--- config.mk ---
export PLATFORM = sky130hd
export DESIGN_NAME = quad_emitter
export DESIGN_NICKNAME = d
export VERILOG_FILES = /design/src/rtl/quad_emitter.sv
export SDC_FILE = /design/constraint.sdc
export NUM_CORES = 1
export LEC_CHECK = 0
export CORE_ASPECT_RATIO = 1.75
export CORE_MARGIN = 1
export CORE_UTILIZATION = 45
export DETAILED_ROUTE_END_ITERATION = 7
export HOLD_SLACK_MARGIN = 0.02
export PLACE_DENSITY = 0.7
export SLEW_MARGIN = 25
export SYNTH_ARGS = -nofsm -noshare
export SYNTH_HDL_FRONTEND = slang
export SYNTH_SLANG_ARGS = --single-unit
--- constraint.sdc ---
create_clock -name clk -period 2.78 [get_ports clk]
set_clock_uncertainty 0.1 [all_clocks]
set_input_delay 0.278 -clock clk [delete_from_list [all_inputs] [get_ports clk]]
set_output_delay 0.278 -clock clk [all_outputs]
set_load 0.005 [all_outputs]
--- src/rtl/quad_emitter.sv ---
// Quadrature edge emitter: on an accepted load, walks position to target by the
// shortest direction, one A/B edge every hold_eff cycles, then pulses done.
module quad_emitter #(
  parameter int HOLD_W = 16
) (
  input  logic              clk,
  input  logic              reset,
  input  logic [7:0]        target,
  input  logic              load,
  input  logic [HOLD_W-1:0] hold,
  output logic              a,
  output logic              b,
  output logic [7:0]        position,
  output logic              busy,
  output logic              done
);

  typedef enum logic {IDLE, MOVE} state_t;

  state_t            state_q, state_d;
  logic              a_q, a_d, b_q, b_d;
  logic [7:0]        pos_q, pos_d;
  logic [7:0]        tgt_q, tgt_d;
  logic [HOLD_W-1:0] hold_q, hold_d;
  logic [HOLD_W-1:0] cnt_q, cnt_d;
  logic              dir_q, dir_d;   // 1 = backward
  logic              done_q, done_d;
  logic [7:0]        diff;
  logic [1:0]        ab_nxt;

  // One Gray step of {a,b}: forward 00->10->11->01->00, backward reversed.
  always_comb begin
    ab_nxt = {a_q, b_q};
    if (!dir_q) begin
      case ({a_q, b_q})
        2'b00:   ab_nxt = 2'b10;
        2'b10:   ab_nxt = 2'b11;
        2'b11:   ab_nxt = 2'b01;
        default: ab_nxt = 2'b00;
      endcase
    end else begin
      case ({a_q, b_q})
        2'b00:   ab_nxt = 2'b01;
        2'b01:   ab_nxt = 2'b11;
        2'b11:   ab_nxt = 2'b10;
        default: ab_nxt = 2'b00;
      endcase
    end
  end

  always_comb begin
    state_d = state_q;
    a_d     = a_q;
    b_d     = b_q;
    pos_d   = pos_q;
    tgt_d   = tgt_q;
    hold_d  = hold_q;
    cnt_d   = cnt_q;
    dir_d   = dir_q;
    done_d  = 1'b0;
    diff    = target - pos_q;
    case (state_q)
      IDLE: begin
        if (load) begin
          cnt_d = '0;
          if (diff == 8'd0) begin
            done_d = 1'b1;
          end else begin
            state_d = MOVE;
            tgt_d   = target;
            dir_d   = (diff > 8'd128);
            hold_d  = (hold == '0) ? {{(HOLD_W-1){1'b0}}, 1'b1} : hold;
          end
        end
      end
      MOVE: begin
        if (cnt_q == hold_q - 1'b1) begin
          {a_d, b_d} = ab_nxt;
          pos_d      = dir_q ? pos_q - 8'd1 : pos_q + 8'd1;
          cnt_d      = '0;
          if (pos_d == tgt_q) begin
            state_d = IDLE;
            done_d  = 1'b1;
          end
        end else begin
          cnt_d = cnt_q + 1'b1;
        end
      end
      default: state_d = IDLE;
    endcase
  end

  always_ff @(posedge clk or negedge reset) begin
    if (!reset) begin
      state_q <= IDLE;
      a_q     <= 1'b0;
      b_q     <= 1'b0;
      pos_q   <= '0;
      tgt_q   <= '0;
      hold_q  <= {{(HOLD_W-1){1'b0}}, 1'b1};
      cnt_q   <= '0;
      dir_q   <= 1'b0;
      done_q  <= 1'b0;
    end else begin
      state_q <= state_d;
      a_q     <= a_d;
      b_q     <= b_d;
      pos_q   <= pos_d;
      tgt_q   <= tgt_d;
      hold_q  <= hold_d;
      cnt_q   <= cnt_d;
      dir_q   <= dir_d;
      done_q  <= done_d;
    end
  end

  assign a        = a_q;
  assign b        = b_q;
  assign position = pos_q;
  assign busy     = (state_q == MOVE);
  assign done     = done_q;

endmodule

==> results.txt, run 1 <==
* DIE HEIGHT: 121.3 µm
- Summed over all nets, wire length on met2 after detailed routing comes to 5.637 mm.
- During I/O placement, the number of pins put on the boundary was 39.
- After detailed routing, the number of vias per cell comes to about 5.7.
- Average instance area after synthesis: approximately 10 µm²
* Vias: 3101
- Clock tree from TritonCTS: built
* Syn-to-layout area delta: 32.50%
- Post-placement cell count: just over 500
* Cell types occupying the most area after synthesis: sky130_fd_sc_hd__dfrtp_1 36%, sky130_fd_sc_hd__mux2_2 8.9%, sky130_fd_sc_hd__xnor2_1 6.2%, sky130_fd_sc_hd__xor2_1 6.2%, sky130_fd_sc_hd__ha_1 5.1%
- Of all nets on the critical path, the largest fanout is 8.
- Number of hold violations in the final report: 0
* Fraction of final layout cells sized beyond drive strength 1: 28.00%
- For this run, asynchronously set or reset flops after synthesis account for 100.0%.
- VDD sags by at most 0.2419 mV.
- Headroom to the max-slew limit: 58.57%
* Count of different cell masters after synthesis: 60
- Leaving out filler cells and counting taps, the final layout contains 540.
- In this run the worst hold path is classified as input pin to register.
- For this design, the sink count on the clock tree is 53.
* Final Slew Violations: 0
* Maximum clock rate: 0.3584 GHz
* Cell count after synthesis: 366
- The first global-routing pass estimated 15.39 mm of wire.
- Once the floorplan was initialized, standard cells occupied around 46% of the core.
* Power density over the cells: 414.9 nW/µm²
* RSZ-0062 raised after global routing: true
- Routed wirelength normalized by instance count: 17.58 µm
- The detailed router finished its first iteration with 184 violations.
* Transition time at the pin with the least slew margin: 0.6215 ns
- Area fraction of the dominant cell type after synthesis: 35.54%
* Number of register bits inferred by synthesis: 53
- Total congestion overflow: 0
- CTS clk-pin slew, worst paths: 0.08 ns
- The number of nets handed over by synthesis was 410.
* Synth Cell Area: approximately 3700 µm²
- Data arrival time of the worst path: 2.88 ns
- In this run the tool buffered the top-level ports with 38 buffer cells.
- The completed layout was analyzed and its total power is 2.013 mW.
* Library cell with the highest instance count after synthesis: sky130_fd_sc_hd__dfrtp_1
- Entering global routing, the biggest net connects 30 pins.
- After legalization and detailed placement, the total HPWL measured 7.104 mm.
* Number of global-route vias before repair: 3218
- The share of the Yosys chip area taken by registers is ~36%.
- Count of yosys warnings during synthesis: 0
- CP Capture Type: register
- The die is roughly 70 µm wide.
- The longest clock path from root to sink contains 2 buffers.
- Routed metal-1 wire length: 3.474 mm
* Root Buffer Master: sky130_fd_sc_hd__clkbuf_16
* Net count of the finished layout: 493
- Min Tclk post-route: 2.790 ns
* Violations in the final reports: negative setup slack
- Register Area: 1330 µm²
* Worst Slack Setup Final: -0.01045 ns
* Antenna violations before repair: 0
- Category of the worst setup path launch point: register
* Commonest cells in the synthesized netlist: 52 x sky130_fd_sc_hd__dfrtp_1, 29 x sky130_fd_sc_hd__mux2_2, 26 x sky130_fd_sc_hd__xnor2_1, 26 x sky130_fd_sc_hd__xor2_1, 24 x sky130_fd_sc_hd__nor3_1
- In this run, CTS created clock tree buffers numbering 5.
- Setup violations, final: 2
* Count of max-cap constraint violations: 0
- Total Die Area: 8514 µm²
- Top layer in use: met4
* Detailed route wirelength on metal3: ~140 µm
* Run status: finished with violations
* Total area of multi-input combinational cells: about 2400 µm²
- Worst-skew pair later-pin latency: 0.30 ns
* Cell leakage power: approximately 2.2 nW
- Detailed-route wire length: around 9.5 mm
- The number of antenna diodes in the final layout is 0.
- Placement-stage cell area: 4402 µm²
- Dividing the final minimum period by the clock period gives 100.4%.
- Number of remaining DRC errors: 0
* Number of enable-type register cells in the synthesized netlist: 0
- Detailed Routing Iterations Pass 1: 4
* Required time of the worst setup path: 2.87 ns
- At the end of routability-driven placement, the weighted congestion stood at around 0.87.
- H-tree lvl count: 2
- The count of nets left with antenna violations once routing finished came out at 0.
- Floorplan Core Area: 7909 µm²
- Fill cell total of the finished layout: 681
* Type of the setup path with the least slack: register to register
- The most used flip-flop cell after synthesis is sky130_fd_sc_hd__dfrtp_1.
- In the global route stage, overall resource usage came out at 23.16%.
- Number of placement rows: 43
- The finished cells cover 4851 µm².
- The biggest area contributor in the post-synthesis netlist is sky130_fd_sc_hd__dfrtp_1.
where the power goes:
part           total, mW  internal [mW]  leakage [nW]  switching (mW)
clock              0.649          0.341        0.0744           0.308
sequential         0.973          0.840         0.692           0.132
combinational      0.391          0.199          1.41           0.192
final timing paths:
kind | start | end | slack [ns] | cells after the start
worst max-delay path | position[1] | hold_q[2] | -0.01 | 11
worst min-delay path | target[0] | tgt_q[0] | 0.26 | 2
min in group asynchronous | reset | hold_q[3] | 0.42 | 2
worst min register to register | hold_q[0] | hold_q[0] | 0.42 | 2
worst max register to register | position[1] | hold_q[2] | -0.01 | 11
max in group asynchronous | reset | dir_q | 1.56 | 3
critical path, cell delays in order (launching register included):
cell and delay, ns:
sky130_fd_sc_hd__dfrtp_1 0.40, sky130_fd_sc_hd__inv_2 0.09, sky130_fd_sc_hd__ha_4 0.19, sky130_fd_sc_hd__nor2b_4 0.12
sky130_fd_sc_hd__o21a_1 0.20, sky130_fd_sc_hd__o31a_1 0.32, sky130_fd_sc_hd__o21a_1 0.19, sky130_fd_sc_hd__o211a_1 0.28
sky130_fd_sc_hd__a21oi_4 0.19, sky130_fd_sc_hd__buf_6 0.14, sky130_fd_sc_hd__buf_12 0.13, sky130_fd_sc_hd__mux2_2 0.33
cells in the final DEF (no fill, tap or decap), types with 6 or more instances in the layout:
cell type / instances
sky130_fd_sc_hd__dfrtp_1: 50
sky130_fd_sc_hd__buf_4: 43
sky130_fd_sc_hd__clkdlybuf4s50_1: 35
sky130_fd_sc_hd__xor2_1: 26
sky130_fd_sc_hd__xnor2_1: 23
sky130_fd_sc_hd__nor3_1: 23
sky130_fd_sc_hd__mux2_2: 21
sky130_fd_sc_hd__nand2_1: 19
sky130_fd_sc_hd__nor2_1: 14
sky130_fd_sc_hd__inv_1: 13
sky130_fd_sc_hd__mux2i_1: 12
sky130_fd_sc_hd__nand4_1: 11
sky130_fd_sc_hd__ha_1: 11
sky130_fd_sc_hd__nand3_1: 8
sky130_fd_sc_hd__mux2_4: 8
sky130_fd_sc_hd__o21ai_0: 7
sky130_fd_sc_hd__a21oi_1: 6
sky130_fd_sc_hd__a21o_1: 6
sky130_fd_sc_hd__and3_1: 6
routing by layer:
layer,vias to the layer above,track usage (%)
met5,-,0
met4,0,8.375
met3,18,3.073
met2,40,47.36
met1,1555,22.79
li1,1488,-
timing repair:
item,in CTS,in global routing
setup endpoints to repair,29,45
gates resized for setup,18,26
hold buffers,1,0
pin swaps,8,14
setup buffers,7,5
endpoints found under the hold margin,23,0
gates cloned,1,0
layout make-up:
type                            instances  area share [%]
Inverter                               15           1.161
Multi-Input combinational cell        286           49.32
Tap cell                               90           2.321
Clock buffer                            5           2.579
Timing Repair Buffer                   88           16.66
Sequential cell                        53           27.42
Clock inverter                          3          0.5417
per-stage QoR:
stage               TNS (ns)  util [%]  setup WS, ns  hold WS, ns
floorplan                  0         -       0.04921      -0.1176
global placement      -7.919     55.66       -0.3308       0.2051
detailed placement    -9.829     55.66       -0.4084       0.2213
CTS                 -0.05823     59.66      -0.01068       0.2670
global route          -1.397     61.34      -0.09752       0.2951
finish              -0.01321     61.34      -0.01045       0.2643
cell families (layout without fill, tap and decap cells):
| family | count (synthesis) | count (layout) | synth area share, % |
|---|---|---|---|
| buffers and inverters | 27 | 111 | 3.383 |
| XOR/XNOR | 52 | 52 | 12.44 |
| adder cells (fa/ha/maj) | 17 | 17 | 6.220 |
| AO/OA/AOI/OAI | 47 | 47 | 8.749 |
| multiplexers | 42 | 42 | 12.51 |
| AND/OR/NAND/NOR | 128 | 128 | 20.44 |
| flip-flops | 53 | 53 | 36.26 |
flip-flops by register name, indices dropped and copies added (netlist names), 8 cells and up:
register / flops
cnt_q: 16
tgt_q: 8
position: 8
hold_q: 16
Note: power is estimated with default switching activity, not from simulation.
==> run 2: changes to the inputs <==
Settings changed: ABC_AREA set to 1, CAP_MARGIN set to 20.
==> run 2 against run 1 <==
Compared with the run above:
- first-iteration DRC count is 42% higher
- sequential share of layout area is 0.48 points higher
- register-to-register slack better by 0.25 ns
- the run now ends clean
- global-route usage is 1.4 points higher
- total power is 5.9% higher
- largest power group unchanged
- combinational power is 23% higher
- sequential power is 3.6% lower
- maximum frequency is 9.7% higher
==> results.txt, run 2 <==
- The buffer depth of the longest clock path was 2 (unchanged).
- Global-route wire length before repair: 17.63 mm (+15%)
* Final Slew Violations: 0 (unchanged)
* Leading cell type in the layout, fill and taps excluded: sky130_fd_sc_hd__nand2_1
- In the post-synthesis netlist, the biggest area contributors are sky130_fd_sc_hd__dfrtp_1 32%, sky130_fd_sc_hd__nand2_1 16%, sky130_fd_sc_hd__inv_1 6.3%, sky130_fd_sc_hd__xor2_1 5.6%, sky130_fd_sc_hd__ha_1 4.6%.
- The tree is rooted in a sky130_fd_sc_hd__clkbuf_16.
- The finished layout cell area is 4758 µm² (-1.9%).
- Min Tclk post-route: 2.544 ns (-0.2460 ns)
- The number of DRC violations after detailed-routing iteration 0 was 261 (+42%).
- The number of flops mapped to enable cells by yosys was 0 (unchanged).
- Count of max-cap constraint violations: 0 (unchanged)
- The number of top-level pins is 39 (unchanged).
- The post-route setup TNS was 0 ns (+0.01321 ns).
- H-tree lvl count: 2 (unchanged)
* Count of yosys warnings during synthesis: 0 (unchanged)
- The count of cell types in the netlist came to 36 (-40%).
- The total grt overflow came to 0 (unchanged).
- The core utilization of the finished layout is 54.52% (-6.8 points).
- Detailed-route wire length: 10.56 mm (+11%)
* Top FF cell, synth: sky130_fd_sc_hd__dfrtp_1
- The worst-case headroom to the max-slew limit came to 59.65% (+1.1 points).
- Vias: 3759 (+21%)
- The largest total area in the synthesized netlist belongs to sky130_fd_sc_hd__dfrtp_1.
- The clock network fraction of design power is 33.4% (+1.2 points).
- Sink count of the clock tree: 53 (unchanged)
- The worst-case vdd ir drop was 0.2591 mV (+7.1%).
- The wire length per cell after detailed routing is 14.81 µm (-16%).
- Fraction of final layout cells sized beyond drive strength 1: 10.57% (-17 points)
- The most common cell in the synthesized netlist is sky130_fd_sc_hd__nand2_1.
* RSZ-0062 raised after global routing: false
- After detailed routing, no signal wire sits above met4.
* Setup violations, final: 0 (-2)
- The per-cell via count in the routed design was 5.272 (-8.2%).
* Final worst path period share: 91.53% (-8.8 points)
- Crit Path Max Fanout: 11 (+3)
- The critical path required time came to 2.90 ns (+0.03 ns).
- Setup fix buffers added after clock tree synthesis: 0 (-7)
- The post-layout instance count excluding filler cells came to 713 (+32%).
- Placement-stage cell area: 4586 µm² (+4.2%)
* Number of register bits inferred by synthesis: 53 (unchanged)
* Average instance area after synthesis: 7.365 µm² (-26%)
* Number of antenna repair diodes: 0 (unchanged)
- Sequential share of the synthesized area: 32.54% (-3.7 points)
* Net count of the finished layout: 640 (+30%)
- Number of global-route vias before repair: 3823 (+19%)
- Maximum number of pins on one net before global-route repair: 28 (-6.7%)
- The area growth from synthesis to layout is 16.62%.
* Power density over the cells: 447.9 nW/µm² (+7.9%)
* DIE HEIGHT: 128.0 µm (+5.5%)
* Number of clock buffers inserted by TritonCTS: 5 (unchanged)
* Number of hold violations in the final report: 0 (unchanged)
- Number of placement rows: 45 (+4.7%)
- The largest registers in the layout are cnt_q (16), hold_q (16).
- Detail Route Antenna Nets: 0 (unchanged)
- The slew at the pin with the worst max-slew slack was 0.6053 ns (-0.01619 ns).
- The clock transition at the register clock pins on the worst setup and hold paths after CTS came to 0.07 ns (about the same).
* Overall fraction of global-route tracks in use: 24.54% (+1.4 points)
* Detailed route wirelength on metal3: 383 µm (+180%)
- Sw Ratio: 31.12% (-0.28 points)
* Commonest cells in the synthesized netlist: 169 x sky130_fd_sc_hd__nand2_1, 68 x sky130_fd_sc_hd__inv_1, 52 x sky130_fd_sc_hd__dfrtp_1
* Cell count after synthesis: 554 (+51%)
- The power share of the combinational group is 22.6% (+3.2 points).
* Initial Utilization: 46.75% (+0.46 points)
- Area fraction of the dominant cell type after synthesis: 31.89% (-3.7 points)
- Net switching power: 0.6632 mW (+4.9%)
* Internal: 1.468 mW (+6.3%)
- Worst-skew pair later-pin latency: 0.30 ns (about the same)
- Routed metal-1 wire length: 3.790 mm (+9.1%)
- Buffers added on ports: 38 (unchanged)
* Maximum clock rate: 0.3930 GHz (+9.7%)
- The final HPWL from detailed placement was 8.306 mm (+17%).
- Cell leakage power: 2.302 nW (+5.9%)
- Synth Cell Area: 4080 µm² (+11%)
* Seq pwr share: 44.0% (-4.3 points)
- The routability-driven placement congestion ratio is 0.8952 (+3.0%).
- Type of the setup path with the least slack: register to register
- Number of remaining DRC errors: 0 (unchanged)
- Floorplan Core Area: 8727 µm² (+10%)
- Post-placement cell count: 705 (+36%)
* Detailed Routing Iterations Pass 1: 8 (+4)
* Category of the worst setup path launch point: register
- Total length of routed met2 wires: 5.810 mm (+3.1%)
- Run status: finished, final reports clean
* Data arrival time of the worst path: 2.67 ns (-0.21 ns)
- Path category of the worst min-delay check: register to register
- The synthesized netlist net count is 598 (+46%).
* Commonest cells after routing, fill and taps aside: 169 x sky130_fd_sc_hd__nand2_1, 68 x sky130_fd_sc_hd__inv_1, 52 x sky130_fd_sc_hd__dfrtp_1, 37 x sky130_fd_sc_hd__clkdlybuf4s50_1, 35 x sky130_fd_sc_hd__nand3_1
- The initial antenna violation count came to 0 (unchanged).
* Synth async-reset ratio: 100.0% (unchanged)
* CP Capture Type: register
- Die Width: 73.98 µm (+5.4%)
- The area of the die was 9467 µm² (+11%).
- Clock tree from TritonCTS: built
## run 2: changes by cell type after synthesis, moves of 16 or more
cell and delta:
sky130_fd_sc_hd__nor3_1 -19, sky130_fd_sc_hd__nand2_1 +150, sky130_fd_sc_hd__nor2_1 +16, sky130_fd_sc_hd__nand3_1 +27, sky130_fd_sc_hd__mux2_2 -29, sky130_fd_sc_hd__inv_1 +53
## run 2: power groups by stage
stage | combinational [mW] | clock [mW] | sequential (mW)
5_1_grt | 0.541 | 0.746 | 0.947
2_1_floorplan | 0.334 | 0 | 0.920
3_5_place_dp | 0.477 | 0 | 0.949
6_report | 0.481 | 0.713 | 0.938
4_1_cts | 0.481 | 0.723 | 0.936
3_3_place_gp | 0.462 | 0 | 0.946
## run 2: stage by stage
step / setup slack [ns] / hold WS, ns / power [mW]
after CTS: 0.2289 / 0.4058 / 2.140
after global placement: 0.04291 / 0.2291 / 1.408
after global routing: 0.01739 / 0.4248 / 2.234
after detailed placement: -0.02280 / 0.2280 / 1.426
after floorplan: 0.4303 / -0.1176 / 1.254
final: 0.2356 / 0.4056 / 2.131
## run 2: layer usage
| metal | vias to the layer above | track usage, % |
|---|---|---|
| met5 | - | 0 |
| met4 | 0 | 14.25 |
| li1 | 1842 | - |
| met3 | 37 | 3.145 |
| met1 | 1773 | 25.54 |
| met2 | 107 | 45.13 |
## run 2: kinds of logic (layout without fill, tap and decap cells)
family,after synthesis,after routing,synth area share (%)
AND/OR/NAND/NOR,305,305,36.95
buffers and inverters,84,126,8.617
AO/OA/AOI/OAI,54,54,7.513
flip-flops,53,53,32.54
XOR/XNOR,41,41,8.801
adder cells (fa/ha/maj),17,17,5.581
## run 2: layout make-up
cell class	instances	area, µm²
flip-flops and latches	53	1328
multi-input cells	417	2401
fillers	812	3969
clock buffers	5	125.1
repair buffers	45	442.9
well taps	117	146.4
clock inverters	2	35.03
inverters	74	280.3
## run 2: what timing repair did
item                                    CTS  global route
endpoints found under the setup margin    0             7
hold buffers                              1             0
gates resized for setup                   0             2
endpoints found under the hold margin    24             0
## run 2: critical path, cell delays in order, from the launching register on
cell	delay, ns
sky130_fd_sc_hd__dfrtp_1	0.69
sky130_fd_sc_hd__ha_1	0.40
sky130_fd_sc_hd__nand2_1	0.10
sky130_fd_sc_hd__nand2_1	0.08
sky130_fd_sc_hd__a21oi_1	0.23
sky130_fd_sc_hd__nand3_1	0.13
sky130_fd_sc_hd__nand3_1	0.11
sky130_fd_sc_hd__nand2_1	0.06
sky130_fd_sc_hd__nor2_1	0.15
sky130_fd_sc_hd__nand3_1	0.14
sky130_fd_sc_hd__nor2_2	0.14
sky130_fd_sc_hd__nor2_1	0.05
sky130_fd_sc_hd__nor2_1	0.11
## run 2: path summary, 6_finish.rpt
kind,startpoint,end,slack [ns],depth (start not counted)
max,dir_q,done,0.24,12
min,tgt_q[2],tgt_q[2],0.41,2
max reg2reg,dir_q,done,0.24,12
min reg2reg,tgt_q[2],tgt_q[2],0.41,2
max in group asynchronous,reset,hold_q[0],1.43,3
min in group asynchronous,reset,cnt_q[2],0.42,2
==> run 3: changes to the inputs <==
Settings changed: CORE_UTILIZATION 45 to 53, PLACE_DENSITY 0.7 to 0.8.
==> run 3 against run 2 <==
Compared with the run above:
- worst hold slack worse by 0.014 ns
- non-clock buffer count is 2 lower
- wire length is 2.5% lower
- via count is 1.1% lower
- critical path type unchanged
- critical endpoint unchanged
- largest cell class unchanged
==> results.txt, run 3 (synthesized netlist as in run 2, its figures left out) <==
- DIE HEIGHT: 118.1 µm (-7.7%)
* Global-route wire length before repair: 17.17 mm (-2.6%)
- Maximum clock rate: 0.3929 GHz (about the same)
- Overall fraction of global-route tracks in use: 28.50% (+4.0 points)
* Type of the setup path with the least slack: register to register
- The post-layout instance count excluding filler cells came to 683 (-4.2%).
* Cell leakage power: 2.295 nW (-0.29%)
* Headroom to the max-slew limit: 61.52% (+1.9 points)
- Worst-skew pair later-pin latency: 0.30 ns (about the same)
* Setup fix buffers added after clock tree synthesis: 0 (unchanged)
- Launch point of the critical path: dir_q
- The core utilization of the finished layout was 62.85% (+8.3 points).
* Number of global-route vias before repair: 3844 (+0.55%)
- Vias: 3719 (-1.1%)
* Fin Hold WS: 0.3915 ns (-0.01406 ns)
- STA classifies the critical path endpoint as a register.
- Transition time at the pin with the least slew margin: 0.5771 ns (-0.02815 ns)
* IO Pins: 39 (unchanged)
- Data arrival time of the worst path: 2.67 ns (about the same)
* Setup violations, final: 0 (unchanged)
- The row count came to 42 (-6.7%).
- The filler cell count in the final layout is 667 (-18%).
- Detail Route Antenna Nets: 0 (unchanged)
- The worst setup slack after placement was -0.003233 ns (+0.01957 ns).
* CTS clk-pin slew, worst paths: 0.07 ns (about the same)
- The number of hold-slack violations in the final timing report was 0 (unchanged).
- Buffers added on ports: 38 (unchanged)
- The wire length per cell after detailed routing is 15.08 µm (+1.8%).
- Final design instance area without fill: 4723 µm² (-0.74%)
- The buffer depth of the longest clock path is 2 (unchanged).
- Fraction of final layout cells sized beyond drive strength 1: 10.42% (-0.15 points)
- Initial Utilization: 54.30% (+7.5 points)
- The count of cells along the worst register-to-register path is 12 (unchanged).
- The diode insertion count for antenna repair was 0 (unchanged).
* Min Tclk post-route: 2.545 ns (+0.0005640 ns)
- The flow ran to the end, and the final reports show no timing, DRC or antenna violations.
- Total Die Area: 8067 µm² (-15%)
* Total area of multi-input combinational cells: 2401 µm² (unchanged)
- The total clock sinks was 53 (unchanged).
- Antenna violations before repair: 0 (unchanged)
- The library cell used most frequently in the layout, excluding fill and tap cells, is sky130_fd_sc_hd__nand2_1.
- The critical-path maximum fanout is 11 (unchanged).
* Capture point of the worst reg-to-reg path: done
- The level count of the clock H-tree was 2 (unchanged).
* Registers with the highest flip-flop counts: cnt_q (16), hold_q (16)
* Commonest cells after routing, fill and taps aside: 169 x sky130_fd_sc_hd__nand2_1, 68 x sky130_fd_sc_hd__inv_1, 52 x sky130_fd_sc_hd__dfrtp_1, 37 x sky130_fd_sc_hd__clkdlybuf4s50_1, 35 x sky130_fd_sc_hd__nand3_1
- The count of unresolved DRC violations after routing is 0 (unchanged).
- The post-route setup TNS came to 0 ns (unchanged).
* Power density over the cells: 457.7 nW/µm² (+2.2%)
* Post-placement cell count: 674 (-4.4%)
- Drt via density: 5.445 (+3.3%)
* Origin of the critical flop-to-flop path: dir_q
* Detailed-route wire length: 10.30 mm (-2.5%)
- The instance area at placement is 4534 µm² (-1.1%).
- The TritonCTS buffer count is 5 (unchanged).
* Final Slew Violations: 0 (unchanged)
- The critical path required time is 2.91 ns (about the same).
- TritonCTS built the clock tree.
- Die Width: 68.33 µm (-7.6%)
* Register Area: 1328 µm² (unchanged)
* Internal reg-to-reg setup slack: 0.24 ns (about the same)
- Floorplan Core Area: 7515 µm² (-14%)
* Detail Placement HPWL: 8.102 mm (-2.5%)
- The max-capacitance violation count was 0 (unchanged).
* Syn-to-layout area delta: 15.76%
- Worst IR Drop VDD: 0.2960 mV (+14%)
- Total congestion overflow: 0 (unchanged)
- Worst setup path endpoint: done
- Setup repair after global routing left no endpoint under its margin.
* Design Power: 2.162 mW (+1.4%)
- Category of the worst setup path launch point: register
- The number of detailed-routing iterations run before antenna repair came to 4 (-4).
* Maximum number of pins on one net before global-route repair: 33 (+18%)
- The final net count is 638 (-0.31%).
- Final worst path period share: 91.55% (about the same)
- The final critical-path setup slack came to 0.2350 ns (-0.0005640 ns).
- Path category of the worst min-delay check: input pin to async pin
* GPL Wtd Cong: 0.9234 (+3.2%)
* Count of routing violations after the opening detailed-route iteration: 168 (-36%)
- Root Buffer Master: sky130_fd_sc_hd__clkbuf_16
-- run 3: area by class of cell --
class / count / share of cell area [%]
clock inverter: 2 / 0.7947
clock buffer: 6 / 2.940
inverter: 74 / 5.934
tap: 88 / 2.331
multi-input combinational: 417 / 50.83
timing repair buffer: 43 / 9.060
sequential: 53 / 28.11
-- run 3: power breakdown --
group          internal [mW]  switching (mW)  total [mW]
combinational          0.210           0.269       0.479
clock                  0.450           0.296       0.746
sequential             0.837           0.100       0.937
-- run 3: worst min path at each step --
stage,from,to
6_report,reset,cnt_q[11]
3_3_place_gp,reset,cnt_q[3]
2_1_floorplan,reset,a
5_1_grt,reset,cnt_q[3]
4_1_cts,reset,cnt_q[3]
3_5_place_dp,reset,cnt_q[3]
-- run 3: what timing repair did --
action,in CTS,in global routing
hold buffers,1,0
endpoints found under the setup margin,0,2
resized for setup,0,2
hold endpoints to repair,21,0
-- run 3: routing by layer --
layer  vias to the layer above  share of wire (%)  wire length (µm)  global-route usage, %
met1                      1741                 36              3667                  28.87
met3                        33                3.5               360                  4.070
li1                       1850                  -                 -                      -
met2                        95                 56              5760                  52.45
met4                         0                5.0               510                  14.71
met5                         -                  0                 0                      0
-- run 3: critical path: stages (launching register included) --
cell                      delay (ns)
sky130_fd_sc_hd__dfrtp_1        0.67
sky130_fd_sc_hd__ha_1           0.40
sky130_fd_sc_hd__nand2_1        0.10
sky130_fd_sc_hd__nand2_1        0.07
sky130_fd_sc_hd__a21oi_1        0.25
sky130_fd_sc_hd__nand3_1        0.14
sky130_fd_sc_hd__nand3_1        0.11
sky130_fd_sc_hd__nand2_1        0.05
sky130_fd_sc_hd__nor2_1         0.15
sky130_fd_sc_hd__nand3_1        0.12
sky130_fd_sc_hd__nor2_2         0.16
sky130_fd_sc_hd__nor2_1         0.05
sky130_fd_sc_hd__nor2_1         0.10
